**config.mk**
```make
export PLATFORM = sky130hd
export DESIGN_NAME = argmax_scan_engine
export DESIGN_NICKNAME = d
export VERILOG_FILES = /design/src/rtl/argmax_pkg.sv /design/src/rtl/argmax_scan_engine_cmp.sv /design/src/rtl/argmax_scan_engine.sv
export SDC_FILE = /design/constraint.sdc
export NUM_CORES = 1
export LEC_CHECK = 0
export ABC_AREA = 1
export BUFFER_PORTS_ARGS = -buffer_cell sky130_fd_sc_hd__buf_4
export CAP_MARGIN = 20
export CORE_ASPECT_RATIO = 1.1
export CORE_MARGIN = 8
export CORE_UTILIZATION = 54
export CTS_CLUSTER_SIZE = 24
export DETAILED_ROUTE_END_ITERATION = 6
export PLACE_DENSITY = 0.81
export SYNTH_ARGS = -nofsm -noshare
export SYNTH_HDL_FRONTEND = slang
export SYNTH_SLANG_ARGS = --single-unit
```
**constraint.sdc**
```tcl
create_clock -name clk -period 3.14 [get_ports clk]
set_input_delay 0.157 -clock clk [delete_from_list [all_inputs] [get_ports clk]]
set_output_delay 0.157 -clock clk [all_outputs]
set_load 0.02 [all_outputs]
```
**src/rtl/argmax_pkg.sv**
```systemverilog
// Shared types and constants for the argmax scan engine.
package argmax_pkg;

    typedef enum logic [2:0] {
        ST_IDLE,
        ST_READ,
        ST_CAPTURE,
        ST_SCAN,
        ST_WRITE,
        ST_DONE
    } argmax_state_t;

    // READ, CAPTURE and WRITE wrap the WEIGHT_COLS-1 scan cycles of each row.
    localparam int ROW_OVERHEAD_CYCLES = 2;

    function automatic int row_cycles(input int cols);
        return cols + ROW_OVERHEAD_CYCLES;
    endfunction

endpackage

```
**src/rtl/argmax_scan_engine_cmp.sv**
```systemverilog
// Combinational greater-than used by the scan datapath; signedness chosen at elaboration.
module argmax_cmp #(
    parameter int W          = 16,
    parameter bit SIGNED_CMP = 1'b1
) (
    input  logic [W-1:0] a,
    input  logic [W-1:0] b,
    output logic         gt
);

    if (SIGNED_CMP) begin : g_signed
        assign gt = $signed(a) > $signed(b);
    end else begin : g_unsigned
        assign gt = a > b;
    end

endmodule

```
**src/rtl/argmax_scan_engine.sv**
```systemverilog
// Row-by-row argmax over the output buffer: reads a row, scans one column per cycle,
// writes the winning index/value, and returns to idle once start is released.
module argmax_scan_engine
    import argmax_pkg::*;
#(
    parameter int FEATURE_ROWS      = 6,
    parameter int WEIGHT_COLS       = 3,
    parameter int DOT_PROD_WIDTH    = 16,
    parameter int MAX_ADDRESS_WIDTH = 2,
    parameter int ROW_ADDR_WIDTH    = 3,
    parameter bit SIGNED_CMP        = 1'b1
) (
    input  logic                                  clk,
    input  logic                                  reset_n,
    input  logic                                  start,
    output logic                                  rd_en,
    output logic [ROW_ADDR_WIDTH-1:0]             rd_addr,
    input  logic [WEIGHT_COLS*DOT_PROD_WIDTH-1:0] rd_data,
    output logic                                  wr_en,
    output logic [ROW_ADDR_WIDTH-1:0]             wr_addr,
    output logic [MAX_ADDRESS_WIDTH-1:0]          wr_idx,
    output logic [DOT_PROD_WIDTH-1:0]             wr_val,
    output logic                                  busy,
    output logic                                  done
);

    localparam int W = DOT_PROD_WIDTH;

    if (FEATURE_ROWS < 1 || WEIGHT_COLS < 1) begin : g_dim_chk
        $error("argmax_scan_engine: FEATURE_ROWS and WEIGHT_COLS must be >= 1");
    end
    if (MAX_ADDRESS_WIDTH < 1 || MAX_ADDRESS_WIDTH < $clog2(WEIGHT_COLS)) begin : g_idx_chk
        $error("argmax_scan_engine: MAX_ADDRESS_WIDTH too narrow for WEIGHT_COLS");
    end
    if (ROW_ADDR_WIDTH < 1 || ROW_ADDR_WIDTH < $clog2(FEATURE_ROWS)) begin : g_row_chk
        $error("argmax_scan_engine: ROW_ADDR_WIDTH too narrow for FEATURE_ROWS");
    end

    localparam logic [ROW_ADDR_WIDTH-1:0]    LAST_ROW  = ROW_ADDR_WIDTH'(FEATURE_ROWS - 1);
    localparam logic [MAX_ADDRESS_WIDTH-1:0] LAST_COL  = MAX_ADDRESS_WIDTH'(WEIGHT_COLS - 1);
    localparam logic [MAX_ADDRESS_WIDTH-1:0] SCAN_COL0 = MAX_ADDRESS_WIDTH'((WEIGHT_COLS > 1) ? 1 : 0);

    argmax_state_t                   state, next_state;
    logic [ROW_ADDR_WIDTH-1:0]       row;
    logic [MAX_ADDRESS_WIDTH-1:0]    col;
    logic [WEIGHT_COLS-1:0][W-1:0]   row_q;
    logic [W-1:0]                    best_val;
    logic [MAX_ADDRESS_WIDTH-1:0]    best_idx;
    logic [W-1:0]                    cand_val;
    logic                            cand_gt;
    logic [ROW_ADDR_WIDTH-1:0]       rd_addr_q, wr_addr_q;
    logic [MAX_ADDRESS_WIDTH-1:0]    wr_idx_q;
    logic [W-1:0]                    wr_val_q;

    always_ff @(posedge clk) begin
        if (!reset_n) state <= ST_IDLE;
        else          state <= next_state;
    end

    always_comb begin
        next_state = state;
        rd_en      = 1'b0;
        wr_en      = 1'b0;
        busy       = 1'b1;
        done       = 1'b0;
        case (state)
            ST_IDLE: begin
                busy = 1'b0;
                if (start) next_state = ST_READ;
            end
            ST_READ: begin
                rd_en      = 1'b1;
                next_state = ST_CAPTURE;
            end
            ST_CAPTURE: next_state = (WEIGHT_COLS > 1) ? ST_SCAN : ST_WRITE;
            ST_SCAN:    if (col == LAST_COL) next_state = ST_WRITE;
            ST_WRITE: begin
                wr_en      = 1'b1;
                next_state = (row == LAST_ROW) ? ST_DONE : ST_READ;
            end
            ST_DONE: begin
                busy = 1'b0;
                done = 1'b1;
                if (!start) next_state = ST_IDLE;
            end
            default: next_state = ST_IDLE;
        endcase
    end

    always_comb begin
        cand_val = '0;
        for (int c = 0; c < WEIGHT_COLS; c++)
            if (col == MAX_ADDRESS_WIDTH'(c)) cand_val = row_q[c];
    end

    argmax_cmp #(.W(W), .SIGNED_CMP(SIGNED_CMP)) u_cmp (
        .a  (cand_val),
        .b  (best_val),
        .gt (cand_gt)
    );

    always_ff @(posedge clk) begin
        if (!reset_n) begin
            row       <= '0;
            col       <= '0;
            row_q     <= '0;
            best_val  <= '0;
            best_idx  <= '0;
            rd_addr_q <= '0;
            wr_addr_q <= '0;
            wr_idx_q  <= '0;
            wr_val_q  <= '0;
        end else begin
            case (state)
                ST_READ: rd_addr_q <= row;
                ST_CAPTURE: begin
                    row_q    <= rd_data;
                    best_val <= rd_data[W-1:0];
                    best_idx <= '0;
                    col      <= SCAN_COL0;
                end
                ST_SCAN: begin
                    // Strict compare: ties keep the earlier (lower) column.
                    if (cand_gt) begin
                        best_val <= cand_val;
                        best_idx <= col;
                    end
                    if (col != LAST_COL) col <= col + 1'b1;
                end
                ST_WRITE: begin
                    wr_addr_q <= row;
                    wr_idx_q  <= best_idx;
                    wr_val_q  <= best_val;
                    if (row != LAST_ROW) row <= row + 1'b1;
                end
                ST_DONE: begin
                    if (!start) begin
                        row <= '0;
                        col <= '0;
                    end
                end
                default: ;
            endcase
        end
    end

    // Address/data buses show the live value under their strobe and hold it afterwards.
    assign rd_addr = rd_en ? row      : rd_addr_q;
    assign wr_addr = wr_en ? row      : wr_addr_q;
    assign wr_idx  = wr_en ? best_idx : wr_idx_q;
    assign wr_val  = wr_en ? best_val : wr_val_q;

endmodule

```
[After elaboration in Yosys (flattened, before gate mapping)]
Index checks and enable logic that the tools add are counted.
Word-level totals
  output and inout port bits: 28
  flip-flop bits (word level): 98
  word-level logic and storage cells: 66
Operators by class
  reductions and logical operators: 10
  magnitude comparators: 1
  eq/ne operators: 16
  $add $sub $neg: 2
  muxes and demuxes: 25
Operators with widths (count)
  $mux W16: 5
  $pmux W16 S2: 1
  $mux W3: 7
  $pmux W3 S6: 1
  $gt A16 B16 Y1: 1
  $ne A2 B2 Y1 const B: 7
  $eq A3 B3 Y1 const B: 3
  $reduce_and A3 Y1: 3
  $mux W2: 4
  $eq A3 B2 Y1 const B: 2
  $pmux W2 S3: 1
  $pmux W3 S2: 1
  $mux W1: 4
  $pmux W2 S2: 1
  $reduce_bool A2 Y1: 2
  $add A3 B1 Y3 const B: 1
  $eq A3 B1 Y1 const B: 1
  $logic_not A3 Y1: 1
  $ne A3 B3 Y1 const B: 1
  $reduce_bool A3 Y1: 1
  $add A2 B1 Y2 const B: 1
  $eq A2 B1 Y1 const B: 1
  $eq A2 B2 Y1 const B: 1
  $logic_not A2 Y1: 1
  other kinds (2): 2

[Longest topological paths before layout]
  depth in word-level cells: 7
  mapped depth: 24
  mapped depth without buffers: 22

[Cells and area by module]
A second synthesis with hierarchy kept.
Second synthesis, totals
  cells, all modules: 721
  area, all modules: 5014.8 sq um
By module, submodules not included
  argmax_scan_engine: sequential area each 1961.9 sq um, times used 1, area an instance 4564.4 sq um, cells an instance 646
  argmax_cmp: sequential area each 0.0 sq um, times used 1, area an instance 450.4 sq um, cells an instance 75

[Worst setup path after synthesis]
OpenSTA, ideal clock, no wires.
  path kind: flip-flop to flip-flop
  start point: reg col[1]
  end point: reg best_val[10]
  arrival time: 2496 ps
  required time: 3025 ps
  stages on the path, launching flop included: 18
  period minus slack after synthesis: 2611 ps
  path slack: 529 ps
  path through: dfxtp_1 > inv_1 > ha_1 > clkbuf_2 > inv_1 > clkbuf_2 > o21ai_0 > o22ai_1 > ha_1 > a21oi_1 > o21ai_0 > a21oi_1 > nand3_1 > nand2_2 > nand2_4 > clkbuf_8 > a21oi_1 > nor2_1
Between the ends
  longest elaborated chain between the ends: 7
  elaborated cells on any way between the ends: 11
  classes of those cells: order compare: 1; eq/ne: 3; mux: 5; reduce/logical: 2
RTL lines
  start, declared: line argmax_scan_engine.sv:45  | logic [MAX_ADDRESS_WIDTH-1:0] col;
  start signal, assigned: line argmax_scan_engine.sv:128  | if (col != LAST_COL) col <= col + 1'b1;
  $logic_not A2 Y1: line argmax_scan_engine.sv:93  | if (col == MAX_ADDRESS_WIDTH'(c)) cand_val = row_q[c];
  $mux W16 (2 in a row): line argmax_scan_engine.sv:93
  $mux W16 *: line argmax_scan_engine.sv:93
  $gt A16 B16 Y1: line argmax_scan_engine_cmp.sv:12  | assign gt = $signed(a) > $signed(b);
  $ne A2 B2 Y1 (no line)
  $reduce_and A2 Y1 (no line)
  end signal, assigned: line argmax_scan_engine.sv:118  | best_val <= rd_data[W-1:0];
  end signal, assigned: line argmax_scan_engine.sv:125  | best_val <= cand_val;
  end, declared: line argmax_scan_engine.sv:47  | logic [W-1:0] best_val;
Every way passes the cells marked *; elsewhere a longest branch is shown, timed or not. The select of a mux whose other input is x is not followed.
A chain may end at the register's enable or synchronous reset.

[Final worst setup path]
  start point: reg col[0]
  end point: reg best_val[0]
The elaborated chain is that of the path after synthesis.

==> results.yml <==
sta:
  hold_slack_ns: 0.0573
  min_period_ns: 2.88
  setup_tns_ns: 0
  tightest_slew_ns: 0.595
  skew_ns: 0.00576
  setup_viol: 0
  slew_violations: 0
  rsz0062_at_grt: "no"
  slew_headroom: 0.602
  period_share: 0.918
  fmax_mhz: 347
  finalHoldViolCount: 0
placed_design:
  dp_hpwl_mm: 8.49
  portBuffers: 78
  gp_congestion: 0.886
synth:
  netlist_area_mm2: 0.00485
  yosys_most_used_dff: "dfxtp_1"
  syn-num-nets: 759
  ys_seq_elements: 98
  synth_edf_count: 0
  synth_cells: 687
  yosysTopAreaCellShare: 0.404
  seq_area_frac_synth: 0.404
  async_reset_ff_frac: 0
  synth_cell_types: 30
  ys_top_cells_by_area: "dfxtp_1, a21oi_1, nand2_1"
  yosysWarnings: 0
  post_synth.cell_area_avg_um2: 7.07
  synth_top_cell_by_area: "dfxtp_1"
clocking:
  cts_sinks: 98
  clkSlewWorstSetupHoldPaths_ns: 0.09
  root_buffer: "clkbuf_8"
  cts_tree: "yes"
  h-tree-depth: 3
  clock_path_buffers: 2
  insertion_delay_ns: 0.37
  numCtsBuffers: 9
floorplan:
  die-area_mm2: 0.0123
  die_h_um: 115
  die_w_um: 106
  start_util: 0.553
  core_area_mm2: 0.00878
  placementRows: 36
  io_pins: 79
cells_and_area:
  drive_above_1_share: 0.190
  regArea_mm2: 0.00196
  multiInputGateArea_mm2: 0.00239
  nets: 813
  syn_to_final_growth_pct: 17.2
  antenna_cells: 0
  nFillCells: 823
worst_setup_path:
  worstPathArrival_ns: 3.15
  r2r_cells: 17
  rr_endpoint: "best_val[0]$_SDFFE_PN0P_"
  cp_max_fo: 34
  end_kind: "register"
  reg2reg_slack_ns: 0.26
  rr_startpoint: "col[0]$_SDFFE_PN0P_"
  worstSetupPathType: "register to register"
  cp.required_ns: 3.41
  critPathLaunchType: "register"
pwr:
  comb_power_share: 0.345
  internal_power_uw: 2190
  p_leak_uw: 0.00272
  swShare: 0.358
  ir_worst_vdd_uv: 316
  switchingPower_uw: 1220
  p_per_area_mw_per_mm2: 600
  sequentialPowerShare: 0.426
  pwr-share-clk: 0.230
detailed_routing:
  num_vias: 4602
  dr.pass1.iters: 5
  drt_iter0_markers: 278
  vias_per_cell: 5.35
  avgRoutedWirePerCell_um: 14.0
  wirelength_mm: 12.0
  ant_nets: 0
  drc: 0
outcome:
  outcome: "complete, no violations"
global_route:
  antenna_found_initial: 0
  grt.total_usage: 0.195
  first_global_vias: 4226
  grt-ovfl-total: 0
  grt_pass1_wl_mm: 19.9
  grt_max_degree: 75
min_path:
  hold_depth: 3
  worstHoldStart: "rd_data[22]"
  hold_path_class: "primary input to register"
  hold_path_end: "row_q[22]$_SDFFE_PN0P_"
run:
  max_cap_viol_count: 0
==> metrics by stage <==
stage	instance area [um2]	total power [uW]	setup WS, ns	utilization	std cells
6_report	5690	3410	0.259	0.648	860
5_1_grt	5690	3660	0.0214	0.648	860
4_1_cts	5620	3380	0.0622	0.640	857
3_5_place_dp	5440	2600	0.105	0.619	841
3_3_place_gp	5440	2560	0.231	0.619	841
2_1_floorplan	4850	2340	0.529	-	687
==> cells by family (layout without fill, tap and decap cells) <==
group | count (synthesis) | in the layout | share of synthesized area
adder cells (fa/ha/maj) | 21 | 21 | 0.0541
buffers and inverters | 125 | 184 | 0.110
AO/OA/AOI/OAI | 180 | 180 | 0.195
flip-flops | 98 | 98 | 0.404
AND/OR/NAND/NOR | 263 | 263 | 0.238
==> critical path, cell delays in order (launching register included) <==
cell     delay, ns
dfxtp_1       0.39
inv_1         0.09
ha_1          0.21
inv_1         0.12
buf_12        0.18
o21ai_0       0.12
o22ai_1       0.24
ha_1          0.30
a21oi_1       0.13
o21ai_0       0.09
a21oi_1       0.18
nand2_1       0.08
nand2_1       0.07
nand2_2       0.10
nand2_8       0.19
nand3_1       0.12
nand2_1       0.09
nor2_1        0.04
==> layout by cell type (no fill, tap or decap), types with 3 or more instances in the layout <==
cell and instances:
a21oi_1 97, nor2_1 45, clkbuf_8 9, nand4_1 4, o21ai_0 57, nand2_1 126, ha_1 20, or2_2 24
nor2_2 3, buf_12 3, nand3_1 54, buf_4 85, a211oi_1 4, clkinv_2 4, inv_1 74, o22ai_1 14
clkinvlp_4 3, dfxtp_1 98
==> flip-flops by register name, summed over array words and instances, names as in the netlist, 3 cells and up <==
signal	flops
row	3
wr_val_q	16
state	3
rd_addr_q	3
row_q	48
wr_addr_q	3
best_val	16
==> power groups by stage <==
stage	sequential, uW	combinational (uW)	clock, uW
after floorplan	1460	881	0
after global placement	1480	1090	0
after detailed placement	1480	1120	0
after CTS	1450	1130	797
after global routing	1470	1340	856
final	1450	1180	784
==> per-layer routing <==
layer  share of wire  global-route usage
met5               0                   0
met4           0.018              0.0761
met3           0.066              0.0478
met2            0.46               0.303
met1            0.46               0.255
==> synthesized netlist by cell type, types with 2 or more instances <==
cell type / count
a211oi_1: 4
a21oi_1: 97
a311oi_1: 2
buf_2: 10
buf_4: 4
buf_6: 3
clkbuf_1: 26
clkbuf_2: 2
clkinv_1: 2
dfxtp_1: 98
ha_1: 21
inv_1: 75
inv_2: 2
nand2_1: 127
nand3_1: 54
nand4_1: 4
nor2_1: 45
nor2_2: 3
nor3_1: 3
o21ai_0: 57
o22ai_1: 16
or2_2: 24
==> repair_timing <==
action                                  4_1_cts  5_1_grt
buffers inserted                              0        1
hold buffers                                  0        0
endpoints found under the setup margin        0       18
gates resized for setup                       0        7
==> how the worst max path moves through the flow <==
stage	from	end	slack, ns	cells after the start
2_1_floorplan	col[1]$_SDFFE_PN0P_	best_val[10]$_SDFFE_PN0P_	0.53	17
3_3_place_gp	col[1]$_SDFFE_PN0P_	best_val[15]$_SDFFE_PN0P_	0.23	14
3_5_place_dp	col[1]$_SDFFE_PN0P_	best_val[15]$_SDFFE_PN0P_	0.11	14
4_1_cts	col[1]$_SDFFE_PN0P_	best_val[15]$_SDFFE_PN0P_	0.06	14
5_1_grt	col[0]$_SDFFE_PN0P_	best_val[0]$_SDFFE_PN0P_	0.02	16
6_report	col[0]$_SDFFE_PN0P_	best_val[0]$_SDFFE_PN0P_	0.26	17
==> final cells by class <==
cell class | instances | area share
Multi-Input combinational cell | 464 | 0.421
Sequential cell | 98 | 0.345
Timing Repair Buffer | 88 | 0.123
Inverter | 79 | 0.0528
Tap cell | 114 | 0.0251
Clock buffer | 10 | 0.0224
Clock inverter | 6 | 0.0101
Timing Repair inverter | 1 | 0.00132
Note: power is estimated with default switching activity, not from simulation.
